==> src/rtl/inference_seq_pkg.sv <==
// Shared types and constants for the inference sequencer: FSM state encoding,
// controller register offsets, observation geometry and two helpers that build
// the address and write data for one observation register.
package inference_seq_pkg;

   typedef enum logic [3:0] {
      ST_IDLE,
      ST_WR_MODE,
      ST_WAIT_B_MODE,
      ST_WR_OBS,
      ST_WAIT_B_OBS,
      ST_RD_RES,
      ST_WAIT_R,
      ST_OUT,
      ST_ERROR
   } state_t;

   // Controller register offsets relative to the result register base
   localparam logic [31:0] REG_RESULT = 32'h0000_0000;
   localparam logic [31:0] REG_OBS0   = 32'h0000_000C;
   localparam logic [31:0] REG_MODE   = 32'h0000_001C;

   // Observation geometry: four 9-bit {row[5:0],col[2:0]} fields per beat
   localparam int OBS_W = 9;
   localparam int N_OBS = 4;

   localparam logic [1:0] AXI_RESP_OKAY = 2'b00;

   // Byte address of observation register k
   function automatic logic [31:0] obs_addr(input logic [31:0] base, input logic [1:0] k);
      return base + REG_OBS0 + {28'b0, k, 2'b00};
   endfunction

   // Zero-extended observation field k of a packed beat
   function automatic logic [31:0] obs_word(input logic [OBS_W*N_OBS-1:0] obs, input logic [1:0] k);
      return {{(32-OBS_W){1'b0}}, obs[OBS_W*k +: OBS_W]};
   endfunction

endpackage

==> src/rtl/infseq_argmax.sv <==
// Registered argmax over the four unsigned bytes of a result word.
// Ties resolve to the lowest byte index. One cycle of latency: the class is
// captured on the same edge that captures the word when en_i is high.
// Only instantiated when INFSEQ_ARGMAX_EN is defined.
module infseq_argmax
   import inference_seq_pkg::*;
(
   input  logic        clk_i,
   input  logic        rst_i,
   input  logic        en_i,
   input  logic [31:0] word_i,
   output logic [1:0]  class_o
);

   logic [1:0] best_idx;
   logic [7:0] best_val;
   logic [1:0] class_q;

   // Scan bytes upward; a strict compare keeps the earliest maximum on ties
   always_comb begin
      // NOTE: every variable gets a default first so no path leaves it unassigned
      // (which would infer a latch); blocking '=' is correct in combinational logic.
      best_idx = 2'd0;
      best_val = word_i[7:0];
      for (int i = 1; i < 4; i++) begin
         if (word_i[8*i +: 8] > best_val) begin
            best_val = word_i[8*i +: 8];
            best_idx = 2'(i);
         end
      end
   end

   // Capture the winning index alongside the result word
   always_ff @(posedge clk_i or posedge rst_i) begin
      // NOTE: sequential state uses non-blocking '<=' so all flops update together.
      if (rst_i) begin
         class_q <= 2'd0;
      end else if (en_i) begin
         class_q <= best_idx;
      end
   end

   assign class_o = class_q;

endmodule

==> src/rtl/inference_sequencer.sv <==
// AXI-lite master feeding the Bayesian chip controller. Per accepted
// observation beat it (optionally) rewrites the stoch/log mode register,
// writes the four observation registers, reads the 4x8-bit result word and
// presents it downstream. One transaction in flight; any bad response, stray
// response or timeout parks the FSM in ERROR until err_clr_i.
// Optional feature: define INFSEQ_ARGMAX_EN to drive res_class_o with the
// argmax byte index of the result; otherwise res_class_o is tied to 0.
module inference_sequencer
   import inference_seq_pkg::*;
#(
   parameter logic [31:0] BASE_ADDR   = 32'h0000_2000,
   parameter int          TIMEOUT_CYC = 4096
) (
   input  logic                   clk_i,
   input  logic                   rst_i,
   // AXI-lite write address / data / response
   output logic [31:0]            axi_aw_addr_o,
   output logic                   axi_aw_valid_o,
   input  logic                   axi_aw_ready_i,
   output logic [31:0]            axi_w_data_o,
   output logic [3:0]             axi_w_strb_o,
   output logic                   axi_w_valid_o,
   input  logic                   axi_w_ready_i,
   input  logic [1:0]             axi_b_resp_i,
   input  logic                   axi_b_valid_i,
   output logic                   axi_b_ready_o,
   // AXI-lite read address / data
   output logic [31:0]            axi_ar_addr_o,
   output logic                   axi_ar_valid_o,
   input  logic                   axi_ar_ready_i,
   input  logic [31:0]            axi_r_data_i,
   input  logic [1:0]             axi_r_resp_i,
   input  logic                   axi_r_valid_i,
   output logic                   axi_r_ready_o,
   // Observation stream
   input  logic                   cfg_log_i,
   input  logic                   obs_valid_i,
   output logic                   obs_ready_o,
   input  logic [OBS_W*N_OBS-1:0] obs_data_i,
   // Result stream
   output logic                   res_valid_o,
   input  logic                   res_ready_i,
   output logic [31:0]            res_data_o,
   output logic [1:0]             res_class_o,
   // Error
   output logic                   err_o,
   input  logic                   err_clr_i
);

   localparam int TMO_W = $clog2(TIMEOUT_CYC + 1);

   state_t                   state_q;
   logic [1:0]               k_q;
   logic [OBS_W*N_OBS-1:0]   obs_q;
   logic                     cfg_q;
   logic                     mode_q;
   logic                     mode_vld_q;
   logic [TMO_W-1:0]         tmo_q;
   logic                     rdy_q;
   logic                     aw_valid_q;
   logic                     w_valid_q;
   logic                     ar_valid_q;
   logic [31:0]              aw_addr_q;
   logic [31:0]              w_data_q;
   logic                     obs_ready_q;
   logic                     res_valid_q;
   logic [31:0]              res_data_q;
   logic                     err_q;

   logic in_wait_b;
   logic counting;
   logic timeout_hit;
   logic stray_rsp;
   logic bad_rsp;
   logic error_evt;

   // Classify the current cycle: timeout, unexpected or failing responses
   always_comb begin
      in_wait_b   = (state_q == ST_WAIT_B_MODE) || (state_q == ST_WAIT_B_OBS);
      counting    = state_q inside {ST_WR_MODE, ST_WAIT_B_MODE, ST_WR_OBS,
                                    ST_WAIT_B_OBS, ST_RD_RES, ST_WAIT_R};
      timeout_hit = counting && (tmo_q == TMO_W'(TIMEOUT_CYC - 1));
      stray_rsp   = rdy_q && ((axi_b_valid_i && !in_wait_b) ||
                              (axi_r_valid_i && (state_q != ST_WAIT_R)));
      bad_rsp     = (in_wait_b && axi_b_valid_i && (axi_b_resp_i != AXI_RESP_OKAY)) ||
                    ((state_q == ST_WAIT_R) && axi_r_valid_i && (axi_r_resp_i != AXI_RESP_OKAY));
      error_evt   = timeout_hit || stray_rsp || bad_rsp;
   end

   // Sequencer FSM with all handshake outputs registered
   always_ff @(posedge clk_i or posedge rst_i) begin
      if (rst_i) begin
         state_q     <= ST_IDLE;
         k_q         <= 2'd0;
         obs_q       <= '0;
         cfg_q       <= 1'b0;
         mode_q      <= 1'b0;
         mode_vld_q  <= 1'b0;
         tmo_q       <= '0;
         rdy_q       <= 1'b0;
         aw_valid_q  <= 1'b0;
         w_valid_q   <= 1'b0;
         ar_valid_q  <= 1'b0;
         aw_addr_q   <= '0;
         w_data_q    <= '0;
         obs_ready_q <= 1'b0;
         res_valid_q <= 1'b0;
         res_data_q  <= '0;
         err_q       <= 1'b0;
      end else begin
         rdy_q <= 1'b1;
         if (counting) begin
            tmo_q <= tmo_q + 1'b1;
         end

         if (error_evt) begin
            // Error has priority over every transition, including err_clr_i
            state_q     <= ST_ERROR;
            err_q       <= 1'b1;
            aw_valid_q  <= 1'b0;
            w_valid_q   <= 1'b0;
            ar_valid_q  <= 1'b0;
            obs_ready_q <= 1'b0;
            res_valid_q <= 1'b0;
            mode_vld_q  <= 1'b0;
            obs_q       <= '0;
            tmo_q       <= '0;
         end else begin
            unique case (state_q)
               ST_IDLE: begin
                  if (obs_valid_i && obs_ready_q) begin
                     obs_q       <= obs_data_i;
                     cfg_q       <= cfg_log_i;
                     obs_ready_q <= 1'b0;
                     aw_valid_q  <= 1'b1;
                     w_valid_q   <= 1'b1;
                     tmo_q       <= '0;
                     if (!mode_vld_q || (cfg_log_i != mode_q)) begin
                        state_q   <= ST_WR_MODE;
                        aw_addr_q <= BASE_ADDR + REG_MODE;
                        w_data_q  <= {31'b0, cfg_log_i};
                     end else begin
                        state_q   <= ST_WR_OBS;
                        k_q       <= 2'd0;
                        aw_addr_q <= obs_addr(BASE_ADDR, 2'd0);
                        w_data_q  <= obs_word(obs_data_i, 2'd0);
                     end
                  end else begin
                     obs_ready_q <= 1'b1;
                  end
               end

               ST_WR_MODE, ST_WR_OBS: begin
                  if (axi_aw_ready_i && axi_w_ready_i) begin
                     aw_valid_q <= 1'b0;
                     w_valid_q  <= 1'b0;
                     tmo_q      <= '0;
                     state_q    <= (state_q == ST_WR_MODE) ? ST_WAIT_B_MODE : ST_WAIT_B_OBS;
                  end
               end

               ST_WAIT_B_MODE: begin
                  if (axi_b_valid_i) begin
                     mode_q     <= cfg_q;
                     mode_vld_q <= 1'b1;
                     k_q        <= 2'd0;
                     aw_addr_q  <= obs_addr(BASE_ADDR, 2'd0);
                     w_data_q   <= obs_word(obs_q, 2'd0);
                     aw_valid_q <= 1'b1;
                     w_valid_q  <= 1'b1;
                     tmo_q      <= '0;
                     state_q    <= ST_WR_OBS;
                  end
               end

               ST_WAIT_B_OBS: begin
                  if (axi_b_valid_i) begin
                     tmo_q <= '0;
                     if (k_q == 2'(N_OBS - 1)) begin
                        ar_valid_q <= 1'b1;
                        state_q    <= ST_RD_RES;
                     end else begin
                        k_q        <= k_q + 2'd1;
                        aw_addr_q  <= obs_addr(BASE_ADDR, k_q + 2'd1);
                        w_data_q   <= obs_word(obs_q, k_q + 2'd1);
                        aw_valid_q <= 1'b1;
                        w_valid_q  <= 1'b1;
                        state_q    <= ST_WR_OBS;
                     end
                  end
               end

               ST_RD_RES: begin
                  if (axi_ar_ready_i) begin
                     ar_valid_q <= 1'b0;
                     tmo_q      <= '0;
                     state_q    <= ST_WAIT_R;
                  end
               end

               ST_WAIT_R: begin
                  if (axi_r_valid_i) begin
                     res_data_q  <= axi_r_data_i;
                     res_valid_q <= 1'b1;
                     state_q     <= ST_OUT;
                  end
               end

               ST_OUT: begin
                  if (res_ready_i) begin
                     res_valid_q <= 1'b0;
                     obs_ready_q <= 1'b1;
                     state_q     <= ST_IDLE;
                  end
               end

               ST_ERROR: begin
                  if (err_clr_i) begin
                     err_q       <= 1'b0;
                     mode_vld_q  <= 1'b0;
                     obs_ready_q <= 1'b1;
                     state_q     <= ST_IDLE;
                  end
               end

               default: begin
                  state_q <= ST_IDLE;
               end
            endcase
         end
      end
   end

   assign axi_aw_addr_o  = aw_addr_q;
   assign axi_aw_valid_o = aw_valid_q;
   assign axi_w_data_o   = w_data_q;
   assign axi_w_strb_o   = 4'hF;
   assign axi_w_valid_o  = w_valid_q;
   assign axi_b_ready_o  = rdy_q;
   assign axi_ar_addr_o  = BASE_ADDR + REG_RESULT;
   assign axi_ar_valid_o = ar_valid_q;
   assign axi_r_ready_o  = rdy_q;
   assign obs_ready_o    = obs_ready_q;
   assign res_valid_o    = res_valid_q;
   assign res_data_o     = res_data_q;
   assign err_o          = err_q;

`ifdef INFSEQ_ARGMAX_EN
   logic argmax_en;
   logic [1:0] argmax_class;

   // Capture the class on the same edge that captures res_data_q
   assign argmax_en = (state_q == ST_WAIT_R) && axi_r_valid_i && !error_evt;

   infseq_argmax u_argmax (
      .clk_i   (clk_i),
      .rst_i   (rst_i),
      .en_i    (argmax_en),
      .word_i  (axi_r_data_i),
      .class_o (argmax_class)
   );

   assign res_class_o = argmax_class;
`else
   assign res_class_o = 2'd0;
`endif

endmodule

==> config.mk <==
export PLATFORM = sky130hd
export DESIGN_NAME = inference_sequencer
export DESIGN_NICKNAME = d
export VERILOG_FILES = /design/src/rtl/inference_seq_pkg.sv /design/src/rtl/infseq_argmax.sv /design/src/rtl/inference_sequencer.sv
export SDC_FILE = /design/constraint.sdc
export NUM_CORES = 1
export LEC_CHECK = 0
export CAP_MARGIN = 40
export CORE_MARGIN = 10
export CORE_UTILIZATION = 40
export CTS_BUF_LIST = sky130_fd_sc_hd__clkbuf_4 sky130_fd_sc_hd__clkbuf_8
export CTS_CLUSTER_DIAMETER = 200
export CTS_CLUSTER_SIZE = 8
export DETAILED_ROUTE_END_ITERATION = 12
export PLACE_DENSITY_LB_ADDON = 0.3
export SLEW_MARGIN = 20
export SYNTH_ARGS = -nofsm -noshare
export SYNTH_HDL_FRONTEND = slang
export SYNTH_SLANG_ARGS = --single-unit
==> constraint.sdc <==
create_clock -name clk_i -period 11.16 [get_ports clk_i]
set_input_delay 2.232 -clock clk_i [delete_from_list [all_inputs] [get_ports clk_i]]
set_output_delay 2.232 -clock clk_i [all_outputs]
set_load 0.01 [all_outputs]
==> results of run 1 <==
[placed cells by master, fill, tap and decap left out, drive strengths merged, types with 3 or more instances in the layout]
cell type	n
nand2b	5
inv	9
nor3	14
or2	4
a21oi	53
nand4	3
mux2i	8
nor4	6
nand3b	4
clkdlybuf4s50	135
and2	6
nand2	60
nand3	50
xnor2	5
mux2	46
mux4	4
a221o	4
nor2	29
o21ai	15
dfrtp	109
conb	90
nor2b	5
clkbuf	12
xor2	8
a22oi	3
buf	7
[where the power goes]
group          switching [mW]  internal (mW)  leakage (nW)
sequential             0.0666          0.455          1.47
combinational           0.230          0.185          1.75
clock                   0.134          0.111        0.0973
total                   0.431          0.752          3.32
[cells by family after synthesis]
kind of cell	count (synthesis)	synth area share (%)
multiplexers	58	11.5
other	2	0.125
adder cells (fa/ha/maj)	2	0.417
flip-flops	109	45.4
buffers and inverters	133	14.2
XOR/XNOR	13	1.90
AO/OA/AOI/OAI	98	10.0
AND/OR/NAND/NOR	196	16.4
[area by class of cell]
class                           count  area [µm²]
Fill cell                        1324        7270
Multi-Input combinational cell    457        2770
Sequential cell                   109        2730
Timing Repair Buffer              142        1420
Tap cell                          184         230
Clock buffer                       12         146
Clock inverter                      3        46.3
Inverter                            8        32.5
[flip-flops by register name, indices dropped and copies added, names as in the netlist, 2 cells and up]
name and count:
k_q 2, axi_aw_addr_o 4, obs_q 36, tmo_q 13, res_data_o 32, axi_w_data_o 9, state_q 4
[per-layer routing]
| metal | GRT usage (%) | up-vias |
|---|---|---|
| li1 | - | 2169 |
| met1 | 17.9 | 2206 |
| met2 | 25.3 | 221 |
| met3 | 5.41 | 19 |
| met4 | 5.59 | 0 |
| met5 | 0 | - |
[worst max path at each step]
stage / endpoint / from / depth (start not counted)
after floorplan: axi_ar_valid_o / rst_i / 1
after global placement: axi_w_data_o[1] / axi_b_valid_i / 6
after detailed placement: obs_q[19] / axi_b_valid_i / 5
after CTS: obs_q[19] / axi_b_valid_i / 5
after global routing: obs_q[19] / axi_b_valid_i / 5
final: obs_q[3] / axi_b_valid_i / 5
[stage by stage]
stage / util (%) / total power [mW] / std cells / hold WS [ps]
floorplan: - / 0.808 / 699 / 473
global placement: 48.8 / 0.927 / 897 / 458
detailed placement: 49.0 / 0.941 / 899 / 459
CTS: 50.3 / 1.19 / 914 / 485
global route: 50.3 / 1.25 / 915 / 495
finish: 50.3 / 1.18 / 915 / 480
[synthesized netlist by cell type, drive strengths merged (3+ instances only)]
| library cell | n |
|---|---|
| xor2 | 8 |
| a221o | 4 |
| nand2 | 60 |
| nand3b | 4 |
| mux2i | 8 |
| clkbuf | 20 |
| a22oi | 3 |
| mux4 | 4 |
| nor2b | 5 |
| inv | 8 |
| nand3 | 50 |
| dfrtp | 109 |
| buf | 105 |
| nor2 | 29 |
| nand4 | 3 |
| nor4 | 6 |
| and2 | 6 |
| xnor2 | 5 |
| o21ai | 15 |
| mux2 | 46 |
| nand2b | 5 |
| a21oi | 53 |
| nor3 | 14 |
| or2 | 4 |
==> impl_metrics.py, run 1 <==
metrics = {
    "floorplanning": {
        "start_util_pct": 41.0,
        "die_x_um": 143,
        "ios": 225,
        "rows": 44,
        "fp.dieH_um": 143,
        "core_area_um2": 14600,
        "die_area_um2": 20300,
    },
    "clock_tree": {
        "clock_path_buffers": 2,
        "cts.sinks": 109,
        "cts_tree": "built",
        "hold_buffers": 0,
        "path_clk_slew_ps": 100,
        "post-cts-setup-buffers": 0,
        "htreeDepth": 3,
        "numCtsBuffers": 9,
        "cts-resized-gates": 0,
        "insertion_delay_ps": 390,
        "cts-root-buf": "clkbuf_8",
    },
    "route": {
        "drt-total-wl_um": 16100,
        "via_per_inst": 5.04,
        "num_vias": 4615,
        "m1WireLength_um": 6230,
        "drc_errors": 0,
        "first_pass_iters": 5,
        "wl_met3_um": 1660,
        "met2RoutedLength_um": 7980,
        "ant_nets": 0,
        "top_layer_used": "met4",
        "avgRoutedWirePerCell_um": 17.6,
        "drt_iter0_drc": 359,
    },
    "placement": {
        "post-dp-hpwl_um": 12200,
        "gp_congestion": 0.847,
        "place_area_um2": 7170,
        "numPortBuffers": 135,
        "pre_cts_ws_ps": 6460,
    },
    "synth": {
        "yosysSeqAreaShare_pct": 45.4,
        "async_flop_share_pct": 100,
        "syn_area_per_cell_um2": 9.83,
        "synthCells": 611,
        "synth_seq_cells": 109,
        "synth_edf_count": 0,
        "synthDistinctLibCells": 60,
        "synth_top_area_share_pct": 45.4,
        "synth_warnings": 0,
        "syn-cell-area_um2": 6000,
        "synthTopCellsByArea": "dfrtp_1 45%, buf_4 11%, mux2_1 5.8%, a21oi_1 4.4%, nand3_1 4.2%",
        "synth_top_cell_by_area": "dfrtp_1",
        "synth-main-ff-cell": "dfrtp_1",
    },
    "layout": {
        "drive_above_1_share_pct": 7.25,
        "design_area_um2": 7370,
        "antenna_cells": 0,
        "finalNetCount": 812,
        "area_growth_pct": 22.7,
    },
    "global_routing": {
        "antenna_found_initial": 0,
        "overflow": 0,
        "grt_pass1_vias": 4648,
        "globalRouteTotalUtil_pct": 15.3,
        "grt_max_degree": 42,
        "grt_pass1_wl_um": 24900,
    },
    "pwr": {
        "powerDensity_nw_per_um2": 160,
        "leakage_nw": 3.32,
        "ir_worst_vdd_mv": 0.0669,
    },
    "job": {
        "cap_violations": 0,
    },
    "min_path": {
        "hold_class": "register to register",
        "worstHoldEndpoint": "axi_aw_addr_o[13]",
        "min-delay-start": "axi_aw_addr_o[13]",
        "hold_depth": 1,
    },
    "setup_path": {
        "cp_common_cell": "nor3_1",
        "r2r-end": "obs_q[3]",
        "crit_path_end_kind": "register",
        "slowest_stage": "or2_2",
        "crit_chain": "clkdlybuf4s50_1, nor3_1, nor3_1, or2_2, a21oi_1",
        "r2r_setup_slack_ps": 8130,
        "crit_family": "simple AND/OR/NAND/NOR gates",
        "crit_arrival_ps": 4580,
        "cp_max_fo": 36,
        "r2r_start": "state_q[2]",
        "path_buf_inv": 1,
        "critical_path_class": "input port to register",
        "cp-start-kind": "input port",
        "slowest_delay_ps": 730,
        "r2r_cells": 5,
        "worstPathRequired_ps": 11400,
    },
    "sta": {
        "clock.fmax_mhz": 230,
        "worstMarginPinSlew_ps": 809,
        "layout_setup_ws_ps": 6820,
        "rsz0062_at_grt": "false",
        "hold_viol": 0,
        "drv_slew": 0,
        "relSlewSlack_pct": 45.6,
        "fin_setup_tns_ps": 0,
        "min_period_over_period_pct": 38.9,
        "setup_viol": 0,
        "skew_ps": 8.93,
        "final.min_clock_period_ps": 4340,
    },
    "outcome": {
        "status": "completed",
    },
}
Note: power is estimated with default switching activity, not from simulation.
==> inputs of run 2 (changes only) <==
clock period = 4.3 ns   (was 11.16 ns; I/O delays follow)
==> impl_metrics.py, run 2 (synthesized netlist as in run 1, its figures left out) <==
metrics = {
    "setup_path": {
        "crit_family": "simple AND/OR/NAND/NOR gates",
        "r2r-end": "obs_q[26]",
        "worstSetupStartpoint": "state_q[2]",
        "crit_path_end_kind": "register",
        "worstPathRequired_ps": 4530,
        "critical_path_class": "register to register",
        "crit_arrival_ps": 3240,
        "slowest_delay_ps": 830,
        "r2r_setup_slack_ps": 1290,
        "cp-start-kind": "register",
        "crit_chain": "nor3_2, or3_4, nor4_4, or2_2, a21oi_1",
        "path_buf_inv": 0,
        "crit_path_end": "obs_q[26]",
        "r2r_cells": 5,
        "r2r_start": "state_q[2]",
        "cp_max_fo": 36,
        "slowest_stage": "dfrtp_1",
        "path_depth": 5,
    },
    "sta": {
        "hold_viol": 0,
        "relSlewSlack_pct": 46.2,
        "drv_slew": 0,
        "setup_viol": 0,
        "skew_ps": 11.7,
        "min_period_over_period_pct": 69.9,
        "worstMarginPinSlew_ps": 800,
        "clock.fmax_mhz": 333,
        "final.min_clock_period_ps": 3010,
        "rsz0062_at_grt": "false",
        "fin_setup_tns_ps": 0,
    },
    "layout": {
        "largest_reg_flops": 36,
        "most-common-layout-cells": "135 x clkdlybuf4s50_1, 109 x dfrtp_1, 90 x conb_1",
        "drive_above_1_share_pct": 7.87,
        "design_area_um2": 7400,
        "finalNetCount": 817,
        "area_growth_pct": 23.2,
        "final_common_cell": "clkdlybuf4s50_1",
        "final_cells": 922,
        "top_register": "obs_q",
    },
    "global_routing": {
        "grt_pass1_vias": 4710,
        "antenna_found_initial": 1,
        "grt_max_degree": 65,
        "overflow": 0,
        "globalRouteTotalUtil_pct": 15.2,
        "grt_pass1_wl_um": 25200,
    },
    "clock_tree": {
        "numCtsBuffers": 9,
        "insertion_delay_ps": 380,
        "cts-resized-gates": 0,
        "cts-root-buf": "clkbuf_8",
        "clock_path_buffers": 2,
        "post-cts-setup-buffers": 0,
        "cts.sinks": 109,
        "hold_buffers": 0,
        "htreeDepth": 3,
        "path_clk_slew_ps": 100,
        "cts_tree": "built",
    },
    "route": {
        "drt_iter0_drc": 308,
        "avgRoutedWirePerCell_um": 17.4,
        "num_vias": 4682,
        "ant_nets": 0,
        "drc_errors": 0,
        "drt-total-wl_um": 16000,
        "via_per_inst": 5.08,
        "first_pass_iters": 5,
    },
    "floorplanning": {
        "core_area_um2": 14600,
        "fp.dieH_um": 143,
        "rows": 44,
        "start_util_pct": 41.0,
        "die_x_um": 143,
        "die_area_um2": 20300,
        "ios": 225,
    },
    "placement": {
        "post-dp-hpwl_um": 12200,
        "place_area_um2": 7180,
        "dpl.cell_count": 903,
        "gp_congestion": 0.843,
        "numPortBuffers": 135,
    },
    "pwr": {
        "powerDensity_nw_per_um2": 408,
        "leakage_nw": 3.34,
        "ir_worst_vdd_mv": 0.169,
    },
    "min_path": {
        "hold_class": "register to register",
    },
    "job": {
        "cap_violations": 0,
    },
    "outcome": {
        "status": "completed",
    },
}
[run 2: worst min-delay path by stage]
stage / start / endpoint / slack [ps] / cells past startpoint
2_1_floorplan: tmo_q[12] / tmo_q[12] / 470 / 2
3_3_place_gp: axi_aw_addr_o[13] / axi_aw_addr_o[13] / 450 / 1
3_5_place_dp: axi_aw_addr_o[13] / axi_aw_addr_o[13] / 460 / 1
4_1_cts: axi_aw_addr_o[13] / axi_aw_addr_o[13] / 490 / 1
5_1_grt: res_data_o[20] / res_data_o[20] / 510 / 1
6_report: axi_aw_addr_o[13] / axi_aw_addr_o[13] / 480 / 1
[run 2: power breakdown]
part | switching [mW] | internal [mW]
clock network | 0.353 | 0.225
registers | 0.154 | 1.18
logic | 0.611 | 0.492
total | 1.12 | 1.90
[run 2: area by class of cell]
type / count / area (µm²)
Sequential cell: 109 / 2730
Timing Repair Buffer: 147 / 1460
Fill cell: 1389 / 7250
Clock buffer: 11 / 139
Clock inverter: 5 / 35.0
Inverter: 8 / 32.5
Tap cell: 184 / 230
Multi-Input combinational cell: 457 / 2770
Antenna cell: 1 / 2.50
[run 2: through the flow]
step           utilization [%]  worst slack (ps)  hold slack [ps]  total power, mW
6_report                  50.5              1290              484             3.02
2_1_floorplan                -               566              473             2.10
3_3_place_gp              49.1              1020              455             2.42
4_1_cts                   50.2              1270              486             3.03
3_5_place_dp              49.1               953              459             2.45
5_1_grt                   50.5              1020              513             3.22
[run 2: worst reg2reg max path, cell delays in order, from the launching register on]
cell	delay (ps)
dfrtp_1	830
nor3_2	190
or3_4	450
nor4_4	580
or2_2	700
a21oi_1	110
[run 2: metal layers]
| layer | part of all wire [%] | global-route usage (%) | vias to the layer above | routed length (µm) |
|---|---|---|---|---|
| li1 | - | - | 2191 | - |
| met1 | 39 | 18.2 | 2282 | 6260 |
| met2 | 51 | 25.9 | 197 | 8160 |
| met3 | 8.9 | 4.64 | 12 | 1420 |
| met4 | 1.0 | 4.18 | 0 | 162 |
| met5 | 0 | 0 | - | 0 |
